<file path="src/rtl/msg_byte_router_pkg.sv">
// Shared types and constants for msg_byte_router: state encoding, sync marker,
// count/ID widths and the checksum helper used when MSG_ROUTER_CHECKSUM_EN is defined.
package msg_byte_router_pkg;

  localparam logic [7:0] SYNC_BYTE_DEF = 8'hA5;
  localparam int         CNT_W         = 8;
  localparam int         NUM_SINKS_DEF = 4;
  localparam int         ID_W_DEF      = 2;

  // Port width for a sink index; a single sink still needs one bit.
  function automatic int id_width(input int num_sinks);
    return (num_sinks > 1) ? $clog2(num_sinks) : 1;
  endfunction

`ifdef MSG_ROUTER_CHECKSUM_EN
  typedef enum logic [2:0] {
    ST_IDLE    = 3'd0,
    ST_GET_ID  = 3'd1,
    ST_GET_LEN = 3'd2,
    ST_PAYLOAD = 3'd3,
    ST_GET_SUM = 3'd4
  } state_e;

  function automatic logic [7:0] sum8(input logic [7:0] acc, input logic [7:0] b);
    return acc + b;
  endfunction
`else
  typedef enum logic [2:0] {
    ST_IDLE    = 3'd0,
    ST_GET_ID  = 3'd1,
    ST_GET_LEN = 3'd2,
    ST_PAYLOAD = 3'd3
  } state_e;
`endif

endpackage

</file>
<file path="src/rtl/msg_byte_router_timeout.sv">
// msg_timeout_counter: counts idle cycles while enabled; expired pulses on the
// TIMEOUT_CYCLES-th consecutive enabled cycle without a clear.
module msg_timeout_counter #(
  parameter int TIMEOUT_CYCLES = 50000
) (
  input  logic clk,
  input  logic rst_n,
  input  logic clear,
  input  logic enable,
  output logic expired
);

  localparam int TW = $clog2(TIMEOUT_CYCLES + 1);
  localparam logic [TW-1:0] LAST = TW'(TIMEOUT_CYCLES - 1);

  logic [TW-1:0] count_q;
  logic [TW-1:0] count_d;

  assign expired = enable && !clear && (count_q == LAST);

  // Next idle-cycle count
  always_comb begin
    count_d = count_q;
    if (clear || !enable) begin
      count_d = '0;
    end else if (expired) begin
      count_d = '0;
    end else begin
      count_d = count_q + TW'(1);
    end
  end

  // Idle-cycle count register
  always_ff @(posedge clk or negedge rst_n) begin
    if (!rst_n) begin
      count_q <= '0;
    end else begin
      count_q <= count_d;
    end
  end

endmodule

</file>
<file path="src/rtl/msg_byte_router.sv">
// Frame parser routing payload bytes to one of NUM_SINKS assembly sinks.
// Optional trailing checksum byte enabled by defining MSG_ROUTER_CHECKSUM_EN.
module msg_byte_router
  import msg_byte_router_pkg::*;
#(
  parameter int         NUM_SINKS      = NUM_SINKS_DEF,
  parameter int         MAX_LEN        = 16,
  parameter logic [7:0] SYNC_BYTE      = SYNC_BYTE_DEF,
  parameter int         TIMEOUT_CYCLES = 50000,
  localparam int        ID_W           = id_width(NUM_SINKS)
) (
  input  logic                 Clock,
  input  logic                 Reset_n,
  input  logic [7:0]           ByteIn,
  input  logic                 ByteReady,
  output logic [7:0]           DataByte,
  output logic [NUM_SINKS-1:0] ClearAddr,
  output logic [NUM_SINKS-1:0] WriteByte,
  output logic                 MsgDone,
  output logic                 MsgError,
  output logic [ID_W-1:0]      MsgId,
  output logic                 Busy
);

  localparam logic [8:0] NUM_SINKS_9 = 9'(NUM_SINKS);
  localparam logic [8:0] MAX_LEN_9   = 9'(MAX_LEN);

  state_e               state_q, state_d;
  logic [ID_W-1:0]      id_q, id_d;
  logic [CNT_W-1:0]     cnt_q, cnt_d;
  logic [7:0]           data_q, data_d;
  logic [NUM_SINKS-1:0] clear_q, clear_d;
  logic [NUM_SINKS-1:0] write_q, write_d;
  logic                 done_q, done_d;
  logic                 err_q, err_d;
  logic                 busy_q, busy_d;
  logic                 tmo_expired;
`ifdef MSG_ROUTER_CHECKSUM_EN
  logic [7:0]           sum_q, sum_d;
`endif

  msg_timeout_counter #(
    .TIMEOUT_CYCLES(TIMEOUT_CYCLES)
  ) u_timeout (
    .clk    (Clock),
    .rst_n  (Reset_n),
    .clear  (ByteReady),
    .enable (state_q != ST_IDLE),
    .expired(tmo_expired)
  );

  // Frame FSM: next state, counters and one-cycle strobes
  always_comb begin
    state_d = state_q;
    id_d    = id_q;
    cnt_d   = cnt_q;
    data_d  = data_q;
    clear_d = '0;
    write_d = '0;
    done_d  = 1'b0;
    err_d   = 1'b0;
`ifdef MSG_ROUTER_CHECKSUM_EN
    sum_d   = sum_q;
`endif
    if (tmo_expired) begin
      state_d = ST_IDLE;
      err_d   = 1'b1;
    end else if (ByteReady) begin
      case (state_q)
        ST_IDLE: begin
          if (ByteIn == SYNC_BYTE) begin
            state_d = ST_GET_ID;
          end else begin
            state_d = ST_IDLE;
          end
        end
        ST_GET_ID: begin
          if ({1'b0, ByteIn} < NUM_SINKS_9) begin
            id_d                       = ByteIn[ID_W-1:0];
            clear_d[ByteIn[ID_W-1:0]]  = 1'b1;
            state_d                    = ST_GET_LEN;
`ifdef MSG_ROUTER_CHECKSUM_EN
            sum_d                      = ByteIn;
`endif
          end else begin
            err_d   = 1'b1;
            state_d = ST_IDLE;
          end
        end
        ST_GET_LEN: begin
`ifdef MSG_ROUTER_CHECKSUM_EN
          sum_d = sum8(sum_q, ByteIn);
`endif
          if ({1'b0, ByteIn} > MAX_LEN_9) begin
            err_d   = 1'b1;
            state_d = ST_IDLE;
          end else if (ByteIn == 8'd0) begin
`ifdef MSG_ROUTER_CHECKSUM_EN
            state_d = ST_GET_SUM;
`else
            done_d  = 1'b1;
            state_d = ST_IDLE;
`endif
          end else begin
            cnt_d   = ByteIn;
            state_d = ST_PAYLOAD;
          end
        end
        ST_PAYLOAD: begin
          data_d        = ByteIn;
          write_d[id_q] = 1'b1;
          cnt_d         = cnt_q - 8'd1;
`ifdef MSG_ROUTER_CHECKSUM_EN
          sum_d         = sum8(sum_q, ByteIn);
`endif
          if (cnt_q == 8'd1) begin
`ifdef MSG_ROUTER_CHECKSUM_EN
            state_d = ST_GET_SUM;
`else
            done_d  = 1'b1;
            state_d = ST_IDLE;
`endif
          end else begin
            state_d = ST_PAYLOAD;
          end
        end
`ifdef MSG_ROUTER_CHECKSUM_EN
        ST_GET_SUM: begin
          if (ByteIn == sum_q) begin
            done_d = 1'b1;
          end else begin
            err_d  = 1'b1;
          end
          state_d = ST_IDLE;
        end
`endif
        default: begin
          state_d = ST_IDLE;
        end
      endcase
    end else begin
      state_d = state_q;
    end
    busy_d = (state_d != ST_IDLE);
  end

  // State, data and strobe registers
  always_ff @(posedge Clock or negedge Reset_n) begin
    if (!Reset_n) begin
      state_q <= ST_IDLE;
      id_q    <= '0;
      cnt_q   <= '0;
      data_q  <= 8'h00;
      clear_q <= '0;
      write_q <= '0;
      done_q  <= 1'b0;
      err_q   <= 1'b0;
      busy_q  <= 1'b0;
`ifdef MSG_ROUTER_CHECKSUM_EN
      sum_q   <= 8'h00;
`endif
    end else begin
      state_q <= state_d;
      id_q    <= id_d;
      cnt_q   <= cnt_d;
      data_q  <= data_d;
      clear_q <= clear_d;
      write_q <= write_d;
      done_q  <= done_d;
      err_q   <= err_d;
      busy_q  <= busy_d;
`ifdef MSG_ROUTER_CHECKSUM_EN
      sum_q   <= sum_d;
`endif
    end
  end

  assign DataByte  = data_q;
  assign ClearAddr = clear_q;
  assign WriteByte = write_q;
  assign MsgDone   = done_q;
  assign MsgError  = err_q;
  assign MsgId     = id_q;
  assign Busy      = busy_q;

endmodule

</file>
<file path="config.mk">
export PLATFORM = sky130hd
export DESIGN_NAME = msg_byte_router
export DESIGN_NICKNAME = d
export VERILOG_FILES = /design/src/rtl/msg_byte_router_pkg.sv /design/src/rtl/msg_byte_router_timeout.sv /design/src/rtl/msg_byte_router.sv
export SDC_FILE = /design/constraint.sdc
export NUM_CORES = 1
export LEC_CHECK = 0
export CAP_MARGIN = 20
export CORE_ASPECT_RATIO = 0.7
export CORE_UTILIZATION = 40
export DETAILED_ROUTE_END_ITERATION = 8
export PLACE_DENSITY = 0.7
export SLEW_MARGIN = 40
export SYNTH_ARGS = -nofsm -noshare
export SYNTH_HDL_FRONTEND = slang
export SYNTH_SLANG_ARGS = --single-unit
</file>
<file path="constraint.sdc">
create_clock -name Clock -period 2.2 [get_ports Clock]
set_input_delay 0.22 -clock Clock [delete_from_list [all_inputs] [get_ports Clock]]
set_output_delay 0.22 -clock Clock [all_outputs]
set_load 0.005 [all_outputs]
</file>
==> qor.yml, run 1 <==
status:
  status: "completed"
power:
  seqPwrFrac_pct: 57.6
  power_density_nw_per_um2: 546
  power_leakage_uw: 0.00122
  clockPowerShare_pct: 34.6
  total_power_uw: 1580
  power_switching_share_pct: 23.4
  internal_power_uw: 1210
  comb_power_share_pct: 7.8
  ir_worst_vdd_v: 0.000233
  switchingPower_uw: 369
sta:
  worst_slew_pin_slew_ns: 0.598
  layout_min_cycle_time_ns: 1.99
  fmax_ghz: 0.502
  max-slew-margin-rel_pct: 59.8
  finalSetupViolCount: 0
  rsz0062_at_grt: "false"
  hold_viol_final: 0
  timing.final.crit_share_pct: 90.6
  whs_ns: 0.0120
  skew_ns: 0.00902
  finalWorstSetupSlack_ns: 0.208
  tns_ns: 0
  drv_slew: 0
cells_and_area:
  instances_no_fill: 350
  mostFrequentLayoutCells: "dfrtp_1 (48), nor2_1 (33), clkdlybuf4s50_1 (30)"
  layout-drive-gt1-share_pct: 12.9
  area_delta_synth_final_pct: 23.4
  final_net_count: 291
  n_antenna_cell: 0
  fillers: 488
  layout_commonest_cell: "dfrtp_1"
cts:
  clock-sinks: 48
  clockBufferDepth: 2
  cts_tree: "done"
  ctsHoldBuffers: 0
  cts-root-buf: "clkbuf_8"
  cts_buffers: 5
  ctsResizeCount: 0
  clk_latency_ns: 0.30
  clk_pin_slew_ns: 0.09
  postCtsSetupBuffers: 0
  htreeDepth: 2
die:
  die_x_um: 93.4
  core-area_um2: 5420
  rows: 22
  start_util_pct: 43.1
  dieHeight_um: 66.0
  die-area_um2: 6160
  io_pins: 32
yosys:
  synth_top_cell_by_area: "dfrtp_1"
  synth.area.top_cells: "dfrtp_1 (51%), nor2_1 (5.3%), mux2_2 (3.9%), o21ai_0 (3.2%), xnor2_1 (3.0%)"
  syn_inst: 233
  yosysUniqueCellTypes: 45
  syn_nets: 247
  yosysWarnings: 0
  ys_seq_elements: 48
  synthesis.area_um2: 2340
  ys_async_sr_fraction_pct: 100
  synth-main-ff-cell: "dfrtp_1"
  synth-seq-area-share_pct: 51.3
  syn_area_per_cell_um2: 10.0
  yosys.area.top_type_share_pct: 51.3
  synth_enable_flop_cells: 0
global_route:
  grt_max_degree: 49
  grtUsageTotal_pct: 17.8
  overflow: 0
  antenna_found_initial: 0
  grt_pass1_wl_um: 8120
  grt_pass1_vias: 1629
detailed_routing:
  post_drt_wl_per_cell_um: 14.1
  drt-pass1-iter-count: 4
  drc: 0
  vias: 1834
  final_antenna_net_count: 0
  drtIter0Drc: 87
  viasPerCell: 5.24
  dr_wl_met2_um: 1910
  wl_met3_um: 345
  highest_layer: "met4"
  met1_length_um: 2630
  wl_um: 4920
setup_path:
  r2r_cells: 5
  worst_setup_path_start_kind: "register"
  path_class: "register to register"
  critPathMaxFanout: 7
  r2r_end: "state_q[0]"
  r2r_setup_slack_ns: 0.21
  crit_arrival_ns: 2.16
  rr_startpoint: "cnt_q[3]"
  worst_ep_required_time_ns: 2.36
  end_kind: "register"
placement:
  dp.cells: 342
  portBuffers: 31
  gp_congestion: 0.831
  pre_cts_ws_ns: 0.0152
  place_hpwl_um: 3650
min_path:
  min_path_type: "primary input to asynchronous set/reset pin"
run:
  max-cap-violations: 0
==> registers in the layout (all words and copies together) (netlist names) <==
name	cells
u_timeout.count_q	16
DataByte	8
cnt_q	8
ClearAddr	4
WriteByte	4
state_q	3
MsgId	2
Busy	1
MsgDone	1
MsgError	1
==> power groups by stage <==
stage | Clock [µW] | Sequential, µW | Combinational (µW)
floorplan | 0 | 924 | 44.8
global placement | 0 | 925 | 121
detailed placement | 0 | 926 | 123
CTS | 562 | 908 | 124
global route | 604 | 910 | 136
finish | 546 | 908 | 123
==> Yosys cell counts, drive strengths merged (3+ instances only) <==
library cell	count
nand3	12
clkbuf	4
nor4	5
nor2	33
o21ai	15
inv	10
nand2b	4
nand2	13
mux2	8
xnor2	8
buf	4
o41ai	3
xor2	6
nor3	9
a21oi	11
ha	3
or3	5
and3	4
or4	3
dfrtp	48
==> worst max-delay path, stage by stage (launching register included) <==
cell	delay, ns
dfrtp_1	0.47
or4_4	0.60
o41ai_4	0.25
o21ai_0	0.13
o21ai_0	0.28
a21oi_1	0.12
==> kinds of logic (layout without fill, tap and decap cells) <==
| family | after synthesis | count (layout) | synth area share, % |
|---|---|---|---|
| mux | 9 | 9 | 4.28 |
| fa+ha+maj | 3 | 3 | 1.60 |
| flops | 48 | 48 | 51.3 |
| compound gates | 40 | 40 | 11.5 |
| buf+inv | 18 | 63 | 3.64 |
| simple gates | 101 | 101 | 22.4 |
| xor+xnor | 14 | 14 | 5.24 |
==> routing by layer <==
layer | GRT usage [%] | vias to the layer above
met5 | 0 | -
li1 | - | 901
met4 | 5.19 | 0
met3 | 5.86 | 2
met1 | 27.4 | 880
met2 | 23.3 | 51
==> stage by stage <==
step | util, % | instance area, µm²
floorplan | - | 2340
global placement | 51.5 | 2790
detailed placement | 51.5 | 2790
CTS | 53.2 | 2890
global route | 53.2 | 2890
finish | 53.2 | 2890
==> worst max path at each step <==
| stage | start | to | cells after the start |
|---|---|---|---|
| after floorplan | u_timeout.count_q[0] | Busy | 6 |
| after global placement | ByteIn[3] | cnt_q[7] | 6 |
| after detailed placement | ByteIn[3] | cnt_q[7] | 6 |
| after CTS | cnt_q[3] | state_q[0] | 5 |
| after global routing | ByteIn[6] | cnt_q[7] | 6 |
| final | cnt_q[3] | state_q[0] | 5 |
==> area by class of cell <==
type	instances	area [µm²]	share of cell area [%]
Clock inverter	1	7.51	0.260
Clock buffer	7	86.3	2.99
Multi-Input combinational cell	167	1050	36.5
Timing Repair Buffer	45	410	14.2
Tap cell	72	90.1	3.12
Inverter	10	37.5	1.30
Sequential cell	48	1200	41.6
Power figures use the tool's default switching activity.
==> run 2, diff against run 1 <==
--- a/config.mk
+++ b/config.mk
@@ -9,8 +9,10 @@
 export CORE_ASPECT_RATIO = 0.7
 export CORE_UTILIZATION = 40
 export DETAILED_ROUTE_END_ITERATION = 8
-export PLACE_DENSITY = 0.7
+export DONT_BUFFER_PORTS = 1
+export PLACE_DENSITY = 0.63
 export SLEW_MARGIN = 40
 export SYNTH_ARGS = -nofsm -noshare
 export SYNTH_HDL_FRONTEND = slang
+export SYNTH_HIERARCHICAL = 1
 export SYNTH_SLANG_ARGS = --single-unit
==> run 2 against run 1 <==
Against the previous run:
- highest routed layer unchanged
- clock power grew 2%
- setup slack lost 0.12 ns
- core utilization is 2.9 points lower
- wire length increased by 22%
- sequential share of layout area shrank 1.2 points
- final cell count up 1.4%
- critical path depth increased by 2
- cell area up 2.9%
==> qor.yml, run 2 <==
sta:
  drv_slew: 0
  fmax_ghz: 0.474
  finalWorstSetupSlack_ns: 0.0894
  max-slew-margin-rel_pct: 60.3
  worst_slew_pin_slew_ns: 0.594
  hold_viol_final: 0
  timing.final.crit_share_pct: 95.9
  tns_ns: 0
  finalSetupViolCount: 0
  layout_min_cycle_time_ns: 2.11
  skew_ns: 0.00733
power:
  ir_worst_vdd_v: 0.000232
  power_density_nw_per_um2: 512
  power_leakage_uw: 0.00126
global_route:
  overflow: 0
  grt_pass1_vias: 1910
  antenna_found_initial: 0
  grt_max_degree: 49
  grt_pass1_wl_um: 10100
  grtUsageTotal_pct: 19.8
cts:
  cts-root-buf: "clkbuf_8"
  clockBufferDepth: 2
  clock-sinks: 48
  clk_pin_slew_ns: 0.09
  clk_latency_ns: 0.30
  cts_tree: "done"
  cts_buffers: 5
  htreeDepth: 2
yosys:
  synth_top_cell_by_area: "dfrtp_1"
  synth-main-ff-cell: "dfrtp_1"
  synth_enable_flop_cells: 0
  yosysUniqueCellTypes: 56
  synthesis.area_um2: 2510
  synth-seq-area-share_pct: 47.8
  yosys.area.top_type_share_pct: 47.8
  synth_most_common_cell: "dfrtp_1"
  ys_seq_elements: 48
  syn_nets: 262
  yosysWarnings: 6
  ys_async_sr_fraction_pct: 100
  syn_inst: 248
  synthTopCellsByCount: "dfrtp_1 (48), nor2_1 (30), nand2_1 (12)"
  synth.area.top_cells: "dfrtp_1 (48%), mux2_2 (4.5%), nor2_1 (4.5%), xnor2_1 (3.5%), nor4_1 (2.2%)"
  syn_area_per_cell_um2: 10.1
setup_path:
  critPathMaxStageDelay_ns: 0.44
  worstSetupStartpoint: "u_timeout/count_q[0]"
  crit_cells: 7
  crit_arrival_ns: 2.30
  worst_setup_path_start_kind: "register"
  r2r_setup_slack_ns: 0.09
  path_cells: "ha_1 > and3_4 > nand4_1 > nor3b_2 > nand2b_1 > nor2_2 > mux2_2"
  critPathTopFamily: "simple AND/OR/NAND/NOR gates"
  path_class: "register to register"
  r2r_end: "DataByte[3]"
  worst_ep_required_time_ns: 2.39
  slowest_stage: "nor2_2"
  endpoint: "DataByte[3]"
  rr_startpoint: "u_timeout/count_q[0]"
  r2r_cells: 7
  critPathMaxFanout: 11
  end_kind: "register"
  crit_buf_inv: 0
min_path:
  min_path_type: "primary input to register"
die:
  rows: 23
  core-area_um2: 5900
  io_pins: 32
  dieHeight_um: 68.3
  die_x_um: 96.7
  die-area_um2: 6610
  start_util_pct: 42.6
cells_and_area:
  mostFrequentLayoutCells: "dfrtp_1 (48), buf_4 (31), nor2_1 (29)"
  regMostFlops: "u_timeout/count_q"
  area_delta_synth_final_pct: 18.2
  final_net_count: 293
  layout-drive-gt1-share_pct: 22.1
  n_antenna_cell: 0
  largest_reg_flops: 16
  layout_commonest_cell: "dfrtp_1"
  instances_no_fill: 355
detailed_routing:
  final_antenna_net_count: 0
  wl_um: 5990
  drc: 0
  vias: 2036
  drt-pass1-iter-count: 4
  drtIter0Drc: 166
  viasPerCell: 5.74
  post_drt_wl_per_cell_um: 16.9
placement:
  pre_cts_ws_ns: -0.112
  gp_congestion: 0.884
  place_hpwl_um: 4310
  dp.cells: 342
  portBuffers: 0
run:
  max-cap-violations: 0
status:
  status: "completed"
[run 2: changes by cell type after synthesis, sizes merged, moves of 3 or more]
cell | previous run | this run
o41ai | 3 | 0
o31ai | 0 | 3
nor4b | 1 | 5
o21ai | 15 | 8
mux2 | 8 | 12
nand3 | 12 | 5
nand4 | 1 | 7
nor4 | 5 | 9
xor2 | 6 | 3
nor2 | 33 | 30
clkbuf | 4 | 8
[run 2: routing by layer]
metal	part of all wire, %	vias up	wire [µm]	GRT usage [%]
met2	41	90	2470	28.0
li1	-	967	-	-
met3	9.4	5	563	6.44
met5	0	-	0	0
met1	48	974	2900	28.5
met4	0.80	0	48	5.78
[run 2: final cells by class]
cell class                      instances  area, µm²
Clock buffer                            6       82.6
Fill cell                             520       2930
Timing Repair Buffer                   36        300
Sequential cell                        48       1200
Multi-Input combinational cell        178       1240
Clock inverter                          2       13.8
Inverter                               10       37.5
Tap cell                               75       93.8
[run 2: how the worst min path moves through the flow]
stage / startpoint / endpoint / slack [ns] / cells past startpoint
after floorplan: Reset_n / Busy / -0.08 / 0
final: ByteIn[0] / ClearAddr[3] / 0.05 / 2
after CTS: ByteIn[0] / ClearAddr[3] / 0.04 / 2
after detailed placement: Reset_n / cnt_q[4] / -0.07 / 0
after global placement: Reset_n / cnt_q[4] / -0.07 / 0
after global routing: ByteIn[1] / MsgId[1] / 0.05 / 1
[run 2: report_power, final]
part / switching (µW) / leakage, µW / internal [µW]
logic: 35.3 / 0.000560 / 29.8
clock network: 301 / 0.0000516 / 257
registers: 8.09 / 0.000652 / 890
[run 2: kinds of logic after synthesis]
| logic type | share of synthesized area, % |
|---|---|
| muxes | 6.47 |
| DFF | 47.8 |
| adders and majority gates | 1.49 |
| AOI/OAI and AO/OA | 11.4 |
| and+or+nand+nor | 24.7 |
| xor gates and xnor gates | 4.53 |
| buffers and inverters | 3.64 |
[run 2: what timing repair did]
action / 4_1_cts / 5_1_grt
endpoints found under the hold margin: 51 / 0
hold buffers: 5 / 0
setup endpoints to repair: 11 / 21
buffers inserted: 0 / 0
gates resized for setup: 2 / 3
[run 2: stage by stage]
| step | hold slack, ns | instance area, µm² | util [%] | total power, µW |
|---|---|---|---|---|
| floorplan | -0.0756 | 2530 | - | 946 |
| global placement | -0.0747 | 2790 | 47.3 | 951 |
| detailed placement | -0.0746 | 2790 | 47.3 | 952 |
| CTS | 0.0440 | 2960 | 50.2 | 1540 |
| global route | 0.0512 | 2970 | 50.3 | 1580 |
| finish | 0.0505 | 2970 | 50.3 | 1520 |
[run 2: worst register-to-register path: stages (launching register included)]
cell	delay (ns)
dfrtp_1	0.39
ha_1	0.21
and3_4	0.19
nand4_1	0.10
nor3b_2	0.08
nand2b_1	0.20
nor2_2	0.44
mux2_2	0.40
==> run 3, diff against run 2 <==
--- a/config.mk
+++ b/config.mk
@@ -10,7 +10,6 @@
 export CORE_UTILIZATION = 40
 export DETAILED_ROUTE_END_ITERATION = 8
 export DONT_BUFFER_PORTS = 1
-export PLACE_DENSITY = 0.63
 export SLEW_MARGIN = 40
 export SYNTH_ARGS = -nofsm -noshare
 export SYNTH_HDL_FRONTEND = slang
==> constraint.sdc (replaced) <==
create_clock -name Clock -period 2.1 [get_ports Clock]
set_input_delay 0.21 -clock Clock [delete_from_list [all_inputs] [get_ports Clock]]
set_output_delay 0.21 -clock Clock [all_outputs]
set_load 0.005 [all_outputs]
==> run 3 against run 2 <==
Against the previous run:
- final cell count rose by 2.3%
- register-to-register slack got worse by 0.02 ns
- wire length rose by 3.6%
- first-iteration DRC count fell by 12%
- via count rose by 1.1%
- combinational power rose by 10%
- sequential share of layout area fell by 2.1 points
- non-clock buffer count rose by 8
- global-route usage rose by 0.50 points
- total power rose by 13%
- clock skew rose by 0.00069 ns
- cell area rose by 5.5%
==> qor.yml, run 3 (synthesis gave the netlist of run 2 again) <==
placement:
  place_hpwl_um: 4370
  place_area_um2: 2870
  portBuffers: 0
  gp_congestion: 0.835
  pre_cts_ws_ns: -0.205
global_route:
  antenna_found_initial: 0
  grtUsageTotal_pct: 20.3
  grt_pass1_wl_um: 10400
  grt_pass1_vias: 1911
  grt_max_degree: 49
  overflow: 0
power:
  ir_worst_vdd_v: 0.000296
  power_leakage_uw: 0.00133
  power_density_nw_per_um2: 551
detailed_routing:
  drc: 0
  final_antenna_net_count: 0
  drt-pass1-iter-count: 4
  post_drt_wl_per_cell_um: 17.1
  wl_um: 6200
  drtIter0Drc: 146
  vias: 2058
  viasPerCell: 5.67
die:
  rows: 23
  core-area_um2: 5900
  die-area_um2: 6610
  dieHeight_um: 68.3
  die_x_um: 96.7
  start_util_pct: 42.6
  io_pins: 32
setup_path:
  worst_setup_path_start_kind: "register"
  rr_startpoint: "u_timeout/count_q[1]"
  end_kind: "register"
  worstSetupStartpoint: "u_timeout/count_q[1]"
  crit_arrival_ns: 2.22
  critPathMaxFanout: 4
  r2r_setup_slack_ns: 0.07
  worst_ep_required_time_ns: 2.29
  path_class: "register to register"
cells_and_area:
  n_antenna_cell: 0
  layout-drive-gt1-share_pct: 27.1
  fillers: 514
  regMostFlops: "u_timeout/count_q"
  final_net_count: 301
  area_delta_synth_final_pct: 24.8
  largest_reg_flops: 16
  layout_commonest_cell: "dfrtp_1"
  final_cell_area_um2: 3130
  post-route-util_pct: 53.1
  mostFrequentLayoutCells: "dfrtp_1 (48), buf_4 (35), nor2_1 (28)"
cts:
  clk_pin_slew_ns: 0.09
  cts_tree: "done"
  clk_latency_ns: 0.30
  cts-root-buf: "clkbuf_8"
  htreeDepth: 2
  clock-sinks: 48
  clockBufferDepth: 2
  cts_buffers: 5
sta:
  whs_ns: 0.0513
  rsz0062_at_grt: "true"
  fmax_ghz: 0.493
  max-slew-margin-rel_pct: 64.0
  drv_slew: 0
  layout_min_cycle_time_ns: 2.03
  worst_slew_pin_slew_ns: 0.535
  finalSetupViolCount: 0
  hold_viol_final: 0
  finalWorstSetupSlack_ns: 0.0733
  timing.final.crit_share_pct: 96.5
  skew_ns: 0.00802
min_path:
  hold_start: "ByteIn[1]"
  min_path_type: "primary input to register"
run:
  max-cap-violations: 0
status:
  status: "completed"
## run 3: stage by stage
stage | instances | TNS (ns) | power, µW
2_1_floorplan | 248 | -0.0545 | 992
3_3_place_gp | 349 | -1.54 | 999
3_5_place_dp | 349 | -2.11 | 999
4_1_cts | 362 | 0 | 1740
5_1_grt | 363 | -0.112 | 1780
6_report | 363 | 0 | 1730
## run 3: routing by layer
metal / GRT usage, % / wire length (µm)
met1: 29.7 / 3190
met2: 29.6 / 2550
met3: 5.21 / 411
met4: 5.22 / 41
met5: 0 / 0
## run 3: power breakdown
group | total, µW | leakage (µW) | internal (µW) | switching [µW]
clock network | 714 | 0.0000614 | 390 | 324
registers | 941 | 0.000652 | 933 | 8.51
logic | 71.8 | 0.000620 | 33.0 | 38.8
## run 3: worst max-delay path: stages, from the launching register on
cell,delay (ns)
dfrtp_1,0.39
ha_2,0.19
and3_4,0.14
nand4_1,0.16
nor3b_4,0.08
buf_6,0.12
or4b_4,0.52
mux2_4,0.32
## run 3: final cells by class
class | instances | area (µm²) | share of cell area [%]
well taps | 75 | 93.8 | 2.99
flip-flops and latches | 48 | 1200 | 38.3
clock buffers | 6 | 82.6 | 2.63
clock inverters | 2 | 38.8 | 1.24
multi-input cells | 178 | 1310 | 41.6
inverters | 10 | 37.5 | 1.20
repair buffers | 44 | 375 | 12.0
## run 3: worst paths after layout
kind                                   endpoint  cells past startpoint
max                                    MsgId[0]                      7
min                                    MsgId[1]                      1
max reg2reg                            MsgId[0]                      7
min reg2reg                            cnt_q[1]                      1
max in group asynchronous  u_timeout/count_q[1]                      2
min in group asynchronous               MsgDone                      2
## run 3: repair_timing
action,CTS,global route
resized for setup,5,12
hold endpoints to repair,51,0
setup buffers,1,1
endpoints found under the setup margin,18,22
hold buffers,5,0
cloned,0,0
pin swaps,4,11
